**src/rtl/ifetch_queue_pkg.sv**
```systemverilog
// Shared pipeline definitions for the instruction-fetch stage: the NOP
// presented to decode when nothing is fetched, the fetch-entry record kept
// in the prefetch queue, and the default reset PC.
package ifetch_queue_pkg;

  localparam logic [31:0] NOP_INSTR        = 32'hE1A0_0000;  // MOV r0,r0
  localparam logic [31:0] RESET_PC_DEFAULT = 32'h0000_0000;

  typedef struct packed {
    logic [31:0] pc;
    logic [31:0] instr;
  } fetch_entry_t;

  // Force a byte address onto a word boundary.
  function automatic logic [31:0] word_align(input logic [31:0] addr);
    return addr & 32'hFFFF_FFFC;
  endfunction

endpackage

```
**src/rtl/ifetch_queue_if.sv**
```systemverilog
// Instruction-memory request/response bus. The fetch stage drives it through
// the master modport; the memory (or a bench model) uses the slave modport.
interface ifetch_queue_if;
  logic        req;
  logic [31:0] addr;
  logic        gnt;
  logic        rvalid;
  logic [31:0] rdata;

  modport master (output req, addr, input gnt, rvalid, rdata);
  modport slave  (input req, addr, output gnt, rvalid, rdata);
endinterface

```
**src/rtl/ifetch_queue_fifo.sv**
```systemverilog
// ifq_fifo: circular prefetch buffer of fetch entries with push, pop and a
// whole-queue clear (clear wins over push/pop). ifq_fifo_chk holds the
// occupancy assertions.
module ifq_fifo
  import ifetch_queue_pkg::*;
#(
  parameter int DEPTH = 4
) (
  input  logic                     clk,
  input  logic                     reset,
  input  logic                     clear_i,
  input  logic                     push_i,
  input  fetch_entry_t             push_data_i,
  input  logic                     pop_i,
  output fetch_entry_t             head_o,
  output logic [$clog2(DEPTH):0]   count_o
);
  localparam int AW = $clog2(DEPTH);
  localparam int CW = AW + 1;

  fetch_entry_t   mem_q [DEPTH];
  logic [AW-1:0]  rd_q, rd_d, wr_q, wr_d;
  logic [CW-1:0]  cnt_q, cnt_d;
  logic           push_s, pop_s, full_s;

  // Next pointer/count values; a clear empties the queue and drops push/pop.
  always_comb begin
    push_s = push_i & ~clear_i;
    pop_s  = pop_i & ~clear_i;
    full_s = (cnt_q == CW'(DEPTH));
    rd_d   = rd_q;
    wr_d   = wr_q;
    cnt_d  = cnt_q;
    if (clear_i) begin
      rd_d  = {AW{1'b0}};
      wr_d  = {AW{1'b0}};
      cnt_d = {CW{1'b0}};
    end else begin
      rd_d  = pop_s  ? rd_q + AW'(1'b1) : rd_q;
      wr_d  = push_s ? wr_q + AW'(1'b1) : wr_q;
      cnt_d = cnt_q + CW'(push_s) - CW'(pop_s);
    end
  end

  // Pointer and occupancy registers.
  always_ff @(posedge clk or posedge reset) begin
    if (reset) begin
      rd_q  <= {AW{1'b0}};
      wr_q  <= {AW{1'b0}};
      cnt_q <= {CW{1'b0}};
    end else begin
      rd_q  <= rd_d;
      wr_q  <= wr_d;
      cnt_q <= cnt_d;
    end
  end

  // Entry storage; contents are only meaningful below the count.
  always_ff @(posedge clk) begin
    if (push_s) begin
      mem_q[wr_q] <= push_data_i;
    end
  end

  assign head_o  = mem_q[rd_q];
  assign count_o = cnt_q;

  ifq_fifo_chk #(.DEPTH(DEPTH), .CW(CW)) u_chk (
    .clk     (clk),
    .reset   (reset),
    .push_i  (push_s),
    .pop_i   (pop_s),
    .full_i  (full_s),
    .count_i (cnt_q)
  );
endmodule

// Occupancy assertions for ifq_fifo: the fetch credit scheme must never push
// into a full queue or pop an empty one.
module ifq_fifo_chk #(
  parameter int DEPTH = 4,
  parameter int CW    = 3
) (
  input logic          clk,
  input logic          reset,
  input logic          push_i,
  input logic          pop_i,
  input logic          full_i,
  input logic [CW-1:0] count_i
);
  a_no_overflow:  assert property (@(posedge clk) disable iff (reset) !(push_i && full_i));
  a_no_underflow: assert property (@(posedge clk) disable iff (reset) !(pop_i && (count_i == {CW{1'b0}})));
  a_count_range:  assert property (@(posedge clk) disable iff (reset) (32'(count_i) <= 32'(DEPTH)));
endmodule

```
**src/rtl/ifetch_queue.sv**
```systemverilog
// ifetch_queue: fetch stage feeding decode. Issues sequential word fetches
// to an in-order variable-latency memory, buffers returned words with their
// PCs, presents one instruction per cycle and discards in-flight/buffered
// work on a redirect. Optional build macro IFETCH_PERF_CNT_EN adds the
// perf_fetched / perf_dropped counters.
module ifetch_queue
  import ifetch_queue_pkg::*;
#(
  parameter int          DEPTH     = 4,
  parameter int          MAX_OUTST = 2,
  parameter logic [31:0] RESET_PC  = RESET_PC_DEFAULT
) (
  input  logic                 clk,
  input  logic                 reset,
  input  logic                 StallF,
  input  logic                 RedirectValid,
  input  logic [31:0]          RedirectPC,
  ifetch_queue_if.master       imem,
  output logic [31:0]          InstrF,
  output logic [31:0]          PCPlus8,
  output logic                 InstrValidF
`ifdef IFETCH_PERF_CNT_EN
  ,
  output logic [31:0]          perf_fetched,
  output logic [31:0]          perf_dropped
`endif
);
  localparam int OW = $clog2(MAX_OUTST + 1);
  localparam int CW = $clog2(DEPTH) + 1;

  logic [31:0]   fpc_q, fpc_d, rpc_q, rpc_d;
  logic [OW-1:0] outst_q, outst_d, drop_q, drop_d;
  logic [CW-1:0] count_s;
  fetch_entry_t  head_s, push_entry_s;
  logic [31:0]   redir_pc_s;
  logic          credit_s, req_s, issue_s, discard_s, push_s, pop_s, valid_s;

  // Handshake decode. Queued plus outstanding fetches never exceed DEPTH, so
  // every returning word has a slot. Responses owed to a redirect, and one
  // arriving in the redirect cycle itself, are discarded.
  always_comb begin
    credit_s           = (32'(count_s) + 32'(outst_q)) < 32'(DEPTH);
    req_s              = ~reset & ~RedirectValid & credit_s & (32'(outst_q) < 32'(MAX_OUTST));
    issue_s            = req_s & imem.gnt;
    discard_s          = imem.rvalid & (RedirectValid | (drop_q != {OW{1'b0}}));
    push_s             = imem.rvalid & ~discard_s;
    valid_s            = (count_s != {CW{1'b0}});
    pop_s              = valid_s & ~StallF & ~RedirectValid;
    redir_pc_s         = word_align(RedirectPC);
    push_entry_s.pc    = rpc_q;
    push_entry_s.instr = imem.rdata;
  end

  // Next fetch/response PCs and the outstanding/discard counters. On a
  // redirect every response still owed by memory becomes a discard.
  always_comb begin
    if (RedirectValid) begin
      fpc_d  = redir_pc_s;
      rpc_d  = redir_pc_s;
      drop_d = outst_q - OW'(imem.rvalid);
    end else begin
      fpc_d  = issue_s ? fpc_q + 32'd4 : fpc_q;
      rpc_d  = push_s  ? rpc_q + 32'd4 : rpc_q;
      drop_d = discard_s ? drop_q - OW'(1'b1) : drop_q;
    end
    outst_d = outst_q + OW'(issue_s) - OW'(imem.rvalid);
  end

  // Fetch-side state registers.
  always_ff @(posedge clk or posedge reset) begin
    if (reset) begin
      fpc_q   <= RESET_PC;
      rpc_q   <= RESET_PC;
      outst_q <= {OW{1'b0}};
      drop_q  <= {OW{1'b0}};
    end else begin
      fpc_q   <= fpc_d;
      rpc_q   <= rpc_d;
      outst_q <= outst_d;
      drop_q  <= drop_d;
    end
  end

  ifq_fifo #(.DEPTH(DEPTH)) u_fifo (
    .clk         (clk),
    .reset       (reset),
    .clear_i     (RedirectValid),
    .push_i      (push_s),
    .push_data_i (push_entry_s),
    .pop_i       (pop_s),
    .head_o      (head_s),
    .count_o     (count_s)
  );

  // Decode-facing view: queue head when valid, else NOP at the next expected PC.
  always_comb begin
    if (valid_s) begin
      InstrF  = head_s.instr;
      PCPlus8 = head_s.pc + 32'd8;
    end else begin
      InstrF  = NOP_INSTR;
      PCPlus8 = rpc_q + 32'd8;
    end
  end

  assign InstrValidF = valid_s;
  assign imem.req    = req_s;
  assign imem.addr   = fpc_q;

`ifdef IFETCH_PERF_CNT_EN
  logic [31:0] fetched_q, dropped_q, dropped_inc_s;

  // Dropped work per cycle: discarded responses plus entries flushed by a redirect.
  always_comb begin
    if (RedirectValid) begin
      dropped_inc_s = 32'(discard_s) + 32'(count_s);
    end else begin
      dropped_inc_s = 32'(discard_s);
    end
  end

  // Free-running performance counters (wrap at 2^32).
  always_ff @(posedge clk or posedge reset) begin
    if (reset) begin
      fetched_q <= 32'd0;
      dropped_q <= 32'd0;
    end else begin
      fetched_q <= fetched_q + 32'(push_s);
      dropped_q <= dropped_q + dropped_inc_s;
    end
  end

  assign perf_fetched = fetched_q;
  assign perf_dropped = dropped_q;
`endif
endmodule
```
**src/flat_wrapper.sv**
```systemverilog
// flat-port wrapper written by rule: the top's interface ports become plain ports
module ifetch_queue_flat import ifetch_queue_pkg::*;
#(
  parameter int          DEPTH     = 4,
  parameter int          MAX_OUTST = 2,
  parameter logic [31:0] RESET_PC  = RESET_PC_DEFAULT
)
  (clk, reset, StallF, RedirectValid, RedirectPC, InstrF, PCPlus8, InstrValidF, imem_req, imem_addr, imem_gnt, imem_rvalid, imem_rdata);
  ifetch_queue_if imem_i ();
  input  logic clk;
  input  logic reset;
  input  logic StallF;
  input  logic RedirectValid;
  input  logic [31:0] RedirectPC;
  output logic [31:0] InstrF;
  output logic [31:0] PCPlus8;
  output logic InstrValidF;
  output wire logic [$bits(imem_i.req)-1:0] imem_req;
  output wire logic [$bits(imem_i.addr)-1:0] imem_addr;
  input wire logic [$bits(imem_i.gnt)-1:0] imem_gnt;
  input wire logic [$bits(imem_i.rvalid)-1:0] imem_rvalid;
  input wire logic [$bits(imem_i.rdata)-1:0] imem_rdata;
  assign imem_req = imem_i.req;
  assign imem_addr = imem_i.addr;
  assign imem_i.gnt = imem_gnt;
  assign imem_i.rvalid = imem_rvalid;
  assign imem_i.rdata = imem_rdata;
  ifetch_queue #(.DEPTH(DEPTH), .MAX_OUTST(MAX_OUTST), .RESET_PC(RESET_PC)) u_core (.clk(clk), .reset(reset), .StallF(StallF), .RedirectValid(RedirectValid), .RedirectPC(RedirectPC), .imem(imem_i), .InstrF(InstrF), .PCPlus8(PCPlus8), .InstrValidF(InstrValidF));
endmodule
```
**config.mk**
```make
export PLATFORM = sky130hd
export DESIGN_NAME = ifetch_queue_flat
export DESIGN_NICKNAME = d
export VERILOG_FILES = /design/src/rtl/ifetch_queue_pkg.sv /design/src/rtl/ifetch_queue_if.sv /design/src/rtl/ifetch_queue_fifo.sv /design/src/rtl/ifetch_queue.sv /design/src/flat_wrapper.sv
export SDC_FILE = /design/constraint.sdc
export NUM_CORES = 1
export LEC_CHECK = 0
export BUFFER_PORTS_ARGS = -buffer_cell sky130_fd_sc_hd__buf_2
export CAP_MARGIN = 30
export CORE_UTILIZATION = 60
export DETAILED_ROUTE_END_ITERATION = 12
export PLACE_DENSITY_LB_ADDON = 0.15
export SKIP_LAST_GASP = 1
export SLEW_MARGIN = 20
export SYNTH_ARGS = -nofsm -noshare
export SYNTH_HDL_FRONTEND = slang
export SYNTH_HIERARCHICAL = 1
export SYNTH_SLANG_ARGS = --single-unit
```
**constraint.sdc**
```tcl
create_clock -name clk -period 9.1 [get_ports clk]
set_input_delay 0.455 -clock clk [delete_from_list [all_inputs] [get_ports clk]]
set_output_delay 0.455 -clock clk [all_outputs]
set_load 0.05 [all_outputs]
```
=== Yosys cells after proc, flatten, opt, wreduce, memory -nomap -nowiden ===
Memories as Yosys holds them, arrays and structs flattened.
Index checks and enable logic that the tools add are counted.

* Flip-flop bits (word level): 75
* RAM bits: 256
* Input bits: 70
* Output and inout port bits: 98
* Word-level logic and storage cells: 60
* Memories kept: 1

* Add/subtract/negate cells: 13
* $lt $le $gt $ge: 2
* Muxes and demuxes: 15
* Bitwise gates (word level): 15
* Reduce and logical (&&, ||, !) cells: 7

{| class="wikitable"
|+ Memories
! memory !! depth !! width !! rd ports !! clocked after memory_dff !! wr ports !! RTL line !! text
|-
| u_core.u_fifo.mem_q || 4 || 64 || 1 || 0 || 1 || ifetch_queue_fifo.sv:21 || <nowiki>fetch_entry_t mem_q [DEPTH];</nowiki>
|}

{| class="wikitable"
|+ Operator list
! cell !! count
|-
| $mux 32 || 6
|-
| $add 32x3->32 const B || 2
|-
| $add 32x4->32 const B || 2
|-
| $lt 32x3->1 const B || 1
|-
| $mux 2 || 6
|-
| $reduce_bool 2->1 || 6
|-
| $and 1x1->1 || 10
|-
| $add 2x1->2 const B || 2
|-
| $add 3x2->4 || 1
|-
| $not 1->1 || 4
|-
| $sub 2x1->2 || 2
|-
| $add 3x1->3 || 1
|-
| $mux 3 || 1
|-
| $reduce_bool 3->1 || 1
|-
| $sub 3x1->3 || 1
|-
| $add 2x1->2 || 1
|-
| $lt 2x2->1 const B || 1
|-
| $mux 1 || 2
|-
| $sub 2x1->2 const B || 1
|-
| $or 1x1->1 || 1
|}

=== Depth between registers and ports, before layout ===
Gate-level depths: netlist of run 1.

* Word-level depth: 9
* Mapped depth: 15
* Depth with buffers taken out: 11

=== By module ===
The synthesis of run 1 kept the hierarchy.

{| class="wikitable"
|+ By module, submodules not included
! module !! instances !! cells each !! area an instance (µm²) !! seq. area each (µm²)
|-
| ifq_fifo || 1 || 375 || 9701.8 || 7862.5
|-
| ifetch_queue || 1 || 631 || 5099.9 || 1601.5
|}

=== Least setup slack after synthesis of run 1 ===
Ideal clock, no wire load.

* Kind: register to output
* From: register u_core.u_fifo.cnt_q[1], in the netlist u_core/u_fifo/count_o[1]
* To: output port PCPlus8[31]
* Arrival time: 4.401 ns
* Data required time: 8.645 ns
* Setup slack: 4.244 ns
* Stages on the path, launching flop included: 16
* Path buffers: 4
* Path through: dfrtp_1 nor3_4 inv_2 clkbuf_1 clkbuf_1 clkbuf_1 nand2_1 nand2_1 ha_1 inv_1 or4_1 and2_1 buf_6 nor3_2 xnor2_1 mux2i_1

* Word-level cells in the longest chain between the ends: 2

{| class="wikitable"
|+ RTL lines
! item !! RTL line !! text
|-
| from (decl) || ifetch_queue_fifo.sv:23 || <nowiki>logic [CW-1:0] cnt_q, cnt_d;</nowiki>
|-
| from (signal assigned) || ifetch_queue_fifo.sv:50 || <nowiki>cnt_q <= {CW{1'b0}};</nowiki>
|-
| from (signal assigned) || ifetch_queue_fifo.sv:54 || <nowiki>cnt_q <= cnt_d;</nowiki>
|-
| $reduce_bool 3->1 || ifetch_queue.sv:47 || <nowiki>valid_s = (count_s != {CW{1'b0}});</nowiki>
|-
| named net InstrValidF || flat_wrapper.sv:17 || <nowiki>output logic InstrValidF;</nowiki>
|-
| $mux 32 || ifetch_queue.sv:97 || <nowiki>if (valid_s) begin</nowiki>
|-
| to (decl) || flat_wrapper.sv:16 || <nowiki>output logic [31:0] PCPlus8;</nowiki>
|}

The timed path passes the listed nets, and every way through them passes these cells.

==> summary.md, run 1 <==
| Metric | Value |
|---|---|
| Status | `finished, final reports clean` |
| Largest net degree at the start of global routing | `81` |
| Share of layout cells above drive strength 1 | `a little over a quarter` |
| DR pass1 iterations | `5` |
| Setup TNS | `0 ns` |
| Hold_ws | `between 0.15 and 0.2 ns` |
| Layout Area Growth over Synthesis | `14.8%` |
| RSZ-0062 raised after global routing | `no` |
| TritonCTS Buffers | `34` |
| Clock group share of total power | `35.2%` |
| Critical path buffer and inverter count | `3` |
| GRT Total Usage | `24.4%` |
| DP Area | `approximately 16,000 um2` |
| GRT overflow | `0` |
| Most used cell, CP | `nand2_1` |
| Cell-internal power | `2.68 mW` |
| Critical-path top delay cell | `dfrtp_2` |
| Worst VDD drop | `roughly 0.14 mV` |
| Die ar. | `25,300 um2` |
| Switching Fraction | `29.3%` |
| Routed len/inst | `~20 um` |
| Total routed wirelength | `between 20,000 and 30,000 um` |
| Core area | `~24,000 um2` |
| Worst-path cell chain | `buf_4, mux4_2, nand2_1, nand2_1, ha_1, inv_1, or4_1, a22oi_4, nand3_1, xor2_1, mux2i_1, buf_2` |
| Sequential Area | `9470 um2` |
| Pleak | `between 6 and 7 nW` |
| Critical path capture point type | `primary output` |
| Clock root cell | `clkbuf_16` |
| Syn Area/Cell | `~15 um2` |
| Sequential area share after synthesis | `a little under two thirds` |
| Sw power | `1.11 mW` |
| Vias post-DR | `roughly 9,000` |
| GPL Wtd Cong | `0.862` |
| Max H-tree Level | `2` |
| Antenna violations before repair | `0` |
| Final hold vios | `0` |
| Fin crit period | `approximately 5.0 ns` |
| Worst-margin pin slew | `0.872 ns` |
| CP Launch Type | `flip-flop` |
| Gate Count Post-Synth | `1,006` |
| Ports | `~170` |
| Die H | `between 150 and 200 um` |
| PortBufs | `roughly 160` |
| Post-synth EDFFs | `256` |
| Drt initial violations | `709` |
| Final setup margin | `~4.1 ns` |
| Synth top area share | `51.9%` |
| Logic pwr share | `a little under a fifth` |
| Crit-path max cell delay | `about 0.81 ns` |
| Relative slew slack | `41.3%` |
| Arrival @ worst endpoint | `approximately 4.5 ns` |
| Delay-heaviest family, CP | `buffers and inverters` |
| Clock Pin Slew Worst Setup and Hold Paths | `roughly 0.060 ns` |
| Commonest non-fill, non-tap cell in the layout | `edfxtp_1` |
| Warnings, synthesis | `6` |
| Mapped cell area | `around 15,000 um2` |
| Hold_buf cts | `1` |
| First-pass GRT wire length | `48,300 um` |
| Post-Route Skew | `approximately 0.014 ns` |
| Dpl ws | `~4.6 ns` |
| CTS tree | `built` |
| Vias per inst | `approximately 6` |
| Die X | `roughly 160 um` |
| Final Setup Violations | `0` |
| Clock Path Buffers | `3` |
| Final Max Tran Viols | `0` |
| Nets | `approximately 1,300` |
| Clk_lat worst skew | `roughly 0.50 ns` |
| Post-CTS Resized | `0` |
| Initial Util | `61.0%` |
| FMAX | `202 MHz` |
| Fillers | `about 1,700` |
| Post-DP HPWL | `about 19,000 um` |
| Worst Hold Class | `input port to flip-flop` |
| Top FF cell, synth | `edfxtp_1` |
| Remaining DRCs | `0` |
| Area of the multi-input gates | `~5000 um2` |
| CP max FO | `39` |
| Final antenna-violating net count | `0` |
| Req. time, crit path | `8.65 ns` |
| Max_cap viols | `0` |
| Post-CTS Setup Repair Bufs | `0` |
| Crit Path Class | `flip-flop to primary output` |
| Post-synth top area cell | `edfxtp_1` |
| Largest cells by area after synthesis | `edfxtp_1 52%, dfrtp_1 12%, mux4_2 9.7%` |
| # rows | `57` |
| CTS Sinks | `around 330` |
| FFs w/ async S/R, synth | `21.7%` |
| Tot Pwr | `between 3 and 4 mW` |
| Pwr Density | `223 nW/um2` |
| Finished Cell Area | `17,000 um2` |
| Final Cycle Share | `between 50% and 60%` |
| Number of global-route vias before repair | `9,039` |
| Seq pwr share | `between 40% and 50%` |
| Leading cell types in the layout, fill and taps excluded | `256 x edfxtp_1, 164 x buf_2, 83 x nand2_1, 69 x dfrtp_1, 64 x mux4_2` |
| Number of synthesized register bits | `327` |
| Yosys cell types | `58` |
| Antenna Cells | `0` |
through the flow:
stage	utilization, %	instances
4_1_cts	69.8	1518
3_3_place_gp	65.3	1457
6_report	70.1	1521
2_1_floorplan	-	1015
5_1_grt	70.1	1521
3_5_place_dp	65.3	1458
synth_stat cells, drive strengths merged (3+ instances only):
cell / number
a21oi: 13
a31oi: 6
and2: 40
and3: 15
and4: 5
buf: 21
clkbuf: 35
dfrtp: 71
edfxtp: 256
ha: 14
inv: 19
mux2: 9
mux2i: 27
mux4: 64
nand2: 83
nand2b: 8
nand3: 54
nand3b: 6
nand4: 28
nor2: 38
nor2b: 8
nor3: 16
nor4: 4
o211ai: 10
o21ai: 46
o311ai: 8
or2: 3
or4: 4
xnor2: 26
xor2: 49
sequential cells by signal (all words and copies together) (netlist names):
name and cells:
u_core/u_fifo/mem_q 256, u_core/imem.addr 30, u_core/u_fifo/wr_q 2, u_core/outst_q 2, u_core/rpc_q 30, u_core/u_fifo/rd_q 2
u_core/u_fifo/count_o 3, u_core/drop_q 2
power groups by stage:
stage,clock [mW],sequential (mW),combinational [mW]
floorplan,0,1.81,0.504
global placement,0,1.79,0.694
detailed placement,0,1.79,0.701
CTS,1.36,1.76,0.704
global route,1.41,1.77,0.744
finish,1.33,1.76,0.699
kinds of logic (layout without fill, tap and decap cells):
kind of cell	Yosys count	in the layout	synth area share [%]
xor+xnor	76	76	4.59
mux	100	100	12.2
simple gates	318	318	11.3
other cells	1	10	0.0253
buf+inv	75	257	2.60
compound gates	94	94	4.02
flops	327	327	63.9
fa+ha+maj	15	15	1.32
area by class of cell:
type	count	share of cell area, %
clock buffer	47	5.67
sequential	327	55.7
inverter	19	0.420
clock inverter	12	0.633
multi-input combinational	613	29.4
timing repair buffer	179	5.82
tap	324	2.38
path summary, 6_finish.rpt:
| path | startpoint | endpoint | slack (ns) | cells after the start |
|---|---|---|---|---|
| max | u_core/u_fifo/rd_q[1] | PCPlus8[25] | 4.14 | 12 |
| min | imem_rdata[3] | u_core/u_fifo/mem_q[1][3] | 0.16 | 1 |
| max reg2reg | u_core/drop_q[0] | u_core/u_fifo/mem_q[2][13] | 5.97 | 7 |
| min reg2reg | u_core/outst_q[0] | u_core/outst_q[0] | 0.54 | 1 |
| max in group asynchronous | reset | u_core/rpc_q[30] | 7.79 | 4 |
| min in group asynchronous | reset | u_core/u_fifo/count_o[1] | 0.47 | 3 |
routing by layer:
metal  track usage (%)  part of all wire, %
met1              33.5                   44
met2              40.5                   49
met3              4.04                  5.4
met4              7.17                  2.3
met5                 0                    0
(Power assumes the default switching activity.)
==> run 2, diff against run 1 <==
--- a/config.mk
+++ b/config.mk
@@ -5,9 +5,10 @@
 export SDC_FILE = /design/constraint.sdc
 export NUM_CORES = 1
 export LEC_CHECK = 0
+export ABC_AREA = 1
 export BUFFER_PORTS_ARGS = -buffer_cell sky130_fd_sc_hd__buf_2
 export CAP_MARGIN = 30
-export CORE_UTILIZATION = 60
+export CORE_UTILIZATION = 54
 export DETAILED_ROUTE_END_ITERATION = 12
 export PLACE_DENSITY_LB_ADDON = 0.15
 export SKIP_LAST_GASP = 1
==> constraint.sdc (replaced) <==
create_clock -name clk -period 4.4 [get_ports clk]
set_input_delay 0.22 -clock clk [delete_from_list [all_inputs] [get_ports clk]]
set_output_delay 0.22 -clock clk [all_outputs]
set_load 0.05 [all_outputs]
==> run 2 against run 1 <==
- non-clock buffer count increased by 53
- via count grew 45%
- largest cell class unchanged
- critical path depth is the same
- highest routed layer unchanged
- utilization is 6.4 points lower
- clock-buffer cell count decreased by 2
- clock power increased by 110%
- synthesized area is 14% higher
==> summary.md, run 2 <==
| Metric | Value |
|---|---|
| CTS Sinks | `327` |
| Critical path buffer and inverter count | `3` |
| Worst VDD drop | `around 0.28 mV` |
| # rows | `between 60 and 70` |
| Total routed wirelength | `40,000 um` |
| Warnings, synthesis | `6` |
| Post-synth EDFFs | `256` |
| Number of synthesized register bits | `327` |
| Relative slew slack | `42.7%` |
| Pwr Density | `between 400 and 500 nW/um2` |
| Largest net degree at the start of global routing | `~140` |
| Synth top cells by count | `503 x nand2_1, 296 x inv_1, 256 x edfxtp_1` |
| Max reg flops | `256` |
| Antenna violations before repair | `0` |
| Most used cell, CP | `nand2_1` |
| Dpl ws | `1.11 ns` |
| GRT Total Usage | `25.4%` |
| Clock Pin Slew Worst Setup and Hold Paths | `roughly 0.050 ns` |
| Worst-margin pin slew | `between 0.8 and 0.9 ns` |
| Max_cap viols | `0` |
| Mapped cell area | `16,900 um2` |
| Clock Path Buffers | `3` |
| Status | `finished, final reports clean` |
| Final setup margin | `0.735 ns` |
| CP Launch Type | `flip-flop` |
| Die X | `179 um` |
| Yosys cell types | `40` |
| Arrival @ worst endpoint | `between 3 and 4 ns` |
| Worst Hold Class | `input port to flip-flop` |
| Max H-tree Level | `2` |
| Final Cycle Share | `between 80% and 90%` |
| Remaining DRCs | `0` |
| Fin crit period | `3.66 ns` |
| Post-Route Skew | `0.0119 ns` |
| Commonest non-fill, non-tap cell in the layout | `nand2_1` |
| Final Max Tran Viols | `0` |
| Die H | `between 150 and 200 um` |
| Most numerous cell in the Yosys netlist | `nand2_1` |
| Synth top area share | `between 40% and 50%` |
| Req. time, crit path | `between 4 and 5 ns` |
| Post-CTS Setup Repair Bufs | `0` |
| Sequential Area | `approximately 9500 um2` |
| Core area | `30,700 um2` |
| DP Cell Count | `2,382` |
| Largest cells by area after synthesis | `edfxtp_1 45%, nand2_1 11%, dfrtp_1 11%` |
| DR pass1 iterations | `5` |
| Crit Path Class | `flip-flop to primary output` |
| Final hold vios | `0` |
| Worst-path cell chain | `nor2_4, nand2_4, clkinv_1, nand2_1, nand2_1, ha_1, nand3_4, inv_1, nand2_1, nor2_4, xor2_1, buf_2` |
| Die ar. | `32,000 um2` |
| Vias post-DR | `13,038` |
| Clk_lat worst skew | `~0.5 ns` |
| Layout Utilization | `a little under two thirds` |
| Layout Area Growth over Synthesis | `15.6%` |
| Initial Util | `55.1%` |
| Final Non-Filler Cells | `roughly 2,500` |
| Critical path capture point type | `primary output` |
| Delay-heaviest family, CP | `buffers and inverters` |
| Number of global-route vias before repair | `about 12,000` |
| Tot Pwr | `around 9.1 mW` |
| TritonCTS Buffers | `36` |
| Pleak | `roughly 8.4 nW` |
| Setup TNS | `0 ns` |
| Post-DP HPWL | `about 27,000 um` |
| Drt initial violations | `slightly above 900` |
| RSZ-0062 raised after global routing | `no` |
| Top FF cell, synth | `edfxtp_1` |
| CTS tree | `built` |
| Fillers | `2,513` |
| Vias per inst | `5.22` |
| Area of the multi-input gates | `a little under 6000 um2` |
| Finished Cell Area | `19,500 um2` |
| CP max FO | `30` |
| Routed len/inst | `about 16 um` |
| FMAX | `~270 MHz` |
| DP Area | `17,900 um2` |
| Syn Area/Cell | `around 9 um2` |
| Post-synth top area cell | `edfxtp_1` |
| Ports | `~170` |
| PortBufs | `163` |
| GRT overflow | `0` |
| Gate Count Post-Synth | `between 1,500 and 2,000` |
| Nets | `approximately 2,200` |
| Share of layout cells above drive strength 1 | `a little over an eighth` |
| Final Setup Violations | `0` |
| First-pass GRT wire length | `63,000 um` |
| Sequential area share after synthesis | `56.0%` |
| Final antenna-violating net count | `0` |
| Hold_ws | `0.0153 ns` |
| Leading cell types in the layout, fill and taps excluded | `503 x nand2_1, 295 x inv_1, 256 x edfxtp_1, 163 x buf_2, 132 x nor2_1` |
| Post-CTS Resized | `0` |
| GPL Wtd Cong | `between 0.9 and 1` |
| Critical-path top delay cell | `clkinv_1` |
| Clock root cell | `clkbuf_16` |
| Antenna Cells | `0` |
| Most flops, register | `u_core/u_fifo/mem_q` |
| Crit-path max cell delay | `approximately 0.60 ns` |
| FFs w/ async S/R, synth | `a little over a fifth` |
==> run 2: layer usage <==
metal | vias up | track usage, % | part of all wire, %
li1 | 6514 | - | -
met1 | 6054 | 32.2 | 42
met2 | 399 | 44.0 | 49
met3 | 71 | 4.28 | 6.5
met4 | 0 | 8.55 | 2.6
met5 | - | 0 | 0
==> run 2: kinds of logic (layout without fill, tap and decap cells) <==
group | Yosys count | after routing | synth area share, %
flops | 327 | 327 | 56.0
simple gates | 832 | 832 | 20.7
fa+ha+maj | 15 | 15 | 1.15
xor+xnor | 51 | 51 | 2.64
other cells | 1 | 10 | 0.0222
buf+inv | 379 | 599 | 10.1
compound gates | 268 | 268 | 9.39
==> run 2: power breakdown <==
group	leakage [nW]	switching (mW)	internal [mW]	total, mW
registers	3.17	0.258	3.55	3.81
clock network	0.529	1.17	1.61	2.78
logic	4.73	1.88	0.642	2.52
==> run 2: worst register-to-register path, delay by kind of cell, from the launching register on <==
family	cells	cell delay, ns
flip-flops	1	0.49
AO/OA/AOI/OAI	1	0.14
adder cells (fa/ha/maj)	3	0.75
buffers and inverters	4	0.79
AND/OR/NAND/NOR	5	0.97
==> run 2: final cells by class <==
cell class              instances  share of cell area [%]
clock buffers                  45                    5.11
clock inverters                20                   0.512
inverters                     302                    5.80
multi-input cells            1176                    29.7
flip-flops and latches        327                    48.5
well taps                     396                    2.54
repair buffers                232                    7.80
==> run 2: timing repair <==
action                                  4_1_cts  5_1_grt
endpoints found under the setup margin        0        0
endpoints found under the hold margin       164        0
hold buffers                                 51        0
==> run 2: path summary, 6_finish.rpt <==
check | startpoint | end | slack (ns) | cells past startpoint
min in group asynchronous | reset | u_core/u_fifo/wr_q[1] | 0.20 | 3
worst min register to register | u_core/drop_q[1] | u_core/drop_q[1] | 0.55 | 2
worst max register to register | u_core/u_fifo/count_o[1] | u_core/u_fifo/count_o[2] | 1.16 | 13
worst max-delay path | u_core/u_fifo/count_o[1] | PCPlus8[13] | 0.74 | 12
worst min-delay path | StallF | u_core/u_fifo/rd_q[0] | 0.02 | 4
max in group asynchronous | reset | u_core/rpc_q[2] | 3.28 | 4
==> run 3, diff against run 2 <==
--- a/config.mk
+++ b/config.mk
@@ -8,7 +8,7 @@
 export ABC_AREA = 1
 export BUFFER_PORTS_ARGS = -buffer_cell sky130_fd_sc_hd__buf_2
 export CAP_MARGIN = 30
-export CORE_UTILIZATION = 54
+export CORE_UTILIZATION = 60
 export DETAILED_ROUTE_END_ITERATION = 12
 export PLACE_DENSITY_LB_ADDON = 0.15
 export SKIP_LAST_GASP = 1
==> constraint.sdc (replaced) <==
create_clock -name clk -period 3.63 [get_ports clk]
set_input_delay 0.1815 -clock clk [delete_from_list [all_inputs] [get_ports clk]]
set_output_delay 0.1815 -clock clk [all_outputs]
set_load 0.05 [all_outputs]
==> run 3 against run 2 <==
- combinational power up 23%
- sequential power up 21%
- power up 19%
- clock power up 14%
- critical endpoint unchanged
==> summary.md, run 3 (synthesis gave the netlist of run 2 again) <==
| Metric | Value |
|---|---|
| Dpl ws | `0.662 ns` |
| DP Area | `18,000 um2` |
| Arrival @ worst endpoint | `about 3.3 ns` |
| Worst-margin pin slew | `between 0.8 and 0.9 ns` |
| Vias post-DR | `between 10,000 and 15,000` |
| Core area | `roughly 28,000 um2` |
| Post-DP HPWL | `approximately 26,000 um` |
| Final Max Tran Viols | `0` |
| Area of the multi-input gates | `5810 um2` |
| Sequential Area | `between 9000 and 10,000 um2` |
| Req. time, crit path | `around 3.5 ns` |
| Worst Hold Class | `input port to flip-flop` |
| Drt initial violations | `approximately 1,100` |
| CP max FO | `between 50 and 60` |
| TritonCTS Buffers | `31` |
| Die X | `~170 um` |
| Max reg flops | `about 260` |
| Critical path capture point type | `primary output` |
| Post-Route Skew | `about 0.020 ns` |
| Leading cell types in the layout, fill and taps excluded | `503 x nand2_1, 295 x inv_1, 256 x edfxtp_1, 163 x buf_2, 131 x nor2_1` |
| Die ar. | `between 20,000 and 30,000 um2` |
| Nets | `roughly 2,200` |
| Final antenna-violating net count | `0` |
| Vias per inst | `roughly 5.3` |
| Largest net degree at the start of global routing | `93` |
| # rows | `roughly 60` |
| Finished Cell Area | `approximately 20,000 um2` |
| Hold path depth | `4` |
| Clock root cell | `clkbuf_16` |
| Relative slew slack | `a little over two fifths` |
| GRT Total Usage | `between 20 and 30%` |
| Pleak | `8.51 nW` |
| Share of layout cells above drive strength 1 | `13.8%` |
| Final setup margin | `approximately 0.2 ns` |
| Max_cap viols | `0` |
| GPL Wtd Cong | `between 0.9 and 1` |
| Worst VDD drop | `between 0.3 and 0.4 mV` |
| Pwr Density | `between 500 and 600 nW/um2` |
| Max H-tree Level | `1` |
| Number of global-route vias before repair | `12,413` |
| Most flops, register | `u_core/u_fifo/mem_q` |
| Clock Pin Slew Worst Setup and Hold Paths | `0.07 ns` |
| Final hold vios | `0` |
| Status | `finished, final reports clean` |
| Reg2Reg Depth | `13` |
| Antenna violations before repair | `0` |
| DR pass1 iterations | `5` |
| Ports | `about 170` |
| RSZ-0062 raised after global routing | `yes` |
| Final Cycle Share | `between 90 and 100%` |
| Initial Util | `between 60% and 70%` |
| PortBufs | `~160` |
| First-pass GRT wire length | `62,800 um` |
| Reg2Reg Setup Slack | `~0.72 ns` |
| Clock Path Buffers | `3` |
| Final Setup Violations | `0` |
| Commonest non-fill, non-tap cell in the layout | `nand2_1` |
| GRT overflow | `0` |
| CTS tree | `built` |
| Crit Path Class | `flip-flop to primary output` |
| Routed len/inst | `between 15 and 20 um` |
| Fin crit period | `about 3.4 ns` |
| Antenna Cells | `0` |
| Fillers | `2,115` |
| FMAX | `a little under 300 MHz` |
| Total routed wirelength | `between 40,000 and 50,000 um` |
| CP Launch Type | `flip-flop` |
| Die H | `approximately 170 um` |
| Clk_lat worst skew | `between 0.5 and 0.6 ns` |
| CTS Sinks | `327` |
| Remaining DRCs | `0` |
| Layout Area Growth over Synthesis | `16.4%` |
## run 3: cell count changes in the layout (fill, tap and decap cells not counted), moves of 4 or more
| cell | change |
|---|---|
| buf_4 | +6 |
| dlygate4sd3_1 | +14 |
| clkbuf_16 | -8 |
| clkinv_1 | -6 |
| buf_12 | +4 |
| bufinv_16 | +4 |
## run 3: path summary, 6_finish.rpt
path | end | startpoint
worst max-delay path | PCPlus8[13] | u_core/u_fifo/rd_q[0]
worst min-delay path | u_core/rpc_q[9] | imem_rvalid
worst max register to register | u_core/u_fifo/count_o[2] | u_core/u_fifo/count_o[1]
worst min register to register | u_core/outst_q[0] | u_core/outst_q[0]
max in group asynchronous | u_core/rpc_q[14] | reset
min in group asynchronous | u_core/u_fifo/wr_q[0] | reset
## run 3: final cells by class
type                       count  area share, %
clock buffer                  35           4.02
inverter                     302           5.76
tap                          378           2.40
sequential                   327           48.1
multi-input combinational   1176           29.5
timing repair buffer         256           9.09
clock inverter                21           1.04
## run 3: layer usage
metal	part of all wire (%)	vias to the layer above	routed length, um	global-route usage, %
li1	-	6553	-	-
met1	41	6121	16400	35.2
met2	49	488	19500	48.7
met3	7.3	82	2950	4.67
met4	3.2	0	1300	9.17
met5	0	-	0	0
## run 3: worst max-delay path, stage by stage, from the launching register on
cell and delay [ns]:
dfrtp_4 0.68, a21oi_1 0.24, o21ai_1 0.09, nand2_1 0.13, nand2_1 0.07, nand2_1 0.10, ha_1 0.23, nand3_4 0.14
inv_1 0.12, nand2_1 0.09, nor2_4 0.21, xor2_1 0.23, buf_2 0.30
## run 3: metrics by stage
step                      util (%)  TNS, ns  std cells  power, mW  hold WS [ns]
after floorplan                  -  -249.28       1882       6.94       -0.0151
after global placement        64.8        0       2373       7.65         0.146
after detailed placement      64.8        0       2373       7.69         0.150
after CTS                     70.7        0       2494       10.9        0.0706
after global routing          70.8        0       2495       11.3        0.0971
final                         70.8        0       2495       10.9        0.0788
## run 3: where the power goes
group / internal [mW] / leakage [nW] / switching [mW] / total [mW]
Sequential: 4.30 / 3.17 / 0.303 / 4.60
Clock: 1.84 / 0.483 / 1.33 / 3.17
Combinational: 0.814 / 4.85 / 2.28 / 3.10
Total: 6.95 / 8.51 / 3.92 / 10.9
## run 3: timing repair
item | 4_1_cts | 5_1_grt
endpoints found under the hold margin | 258 | 0
setup endpoints to repair | 0 | 7
setup buffers | 0 | 1
hold buffers | 65 | 0
resized for setup | 0 | 1
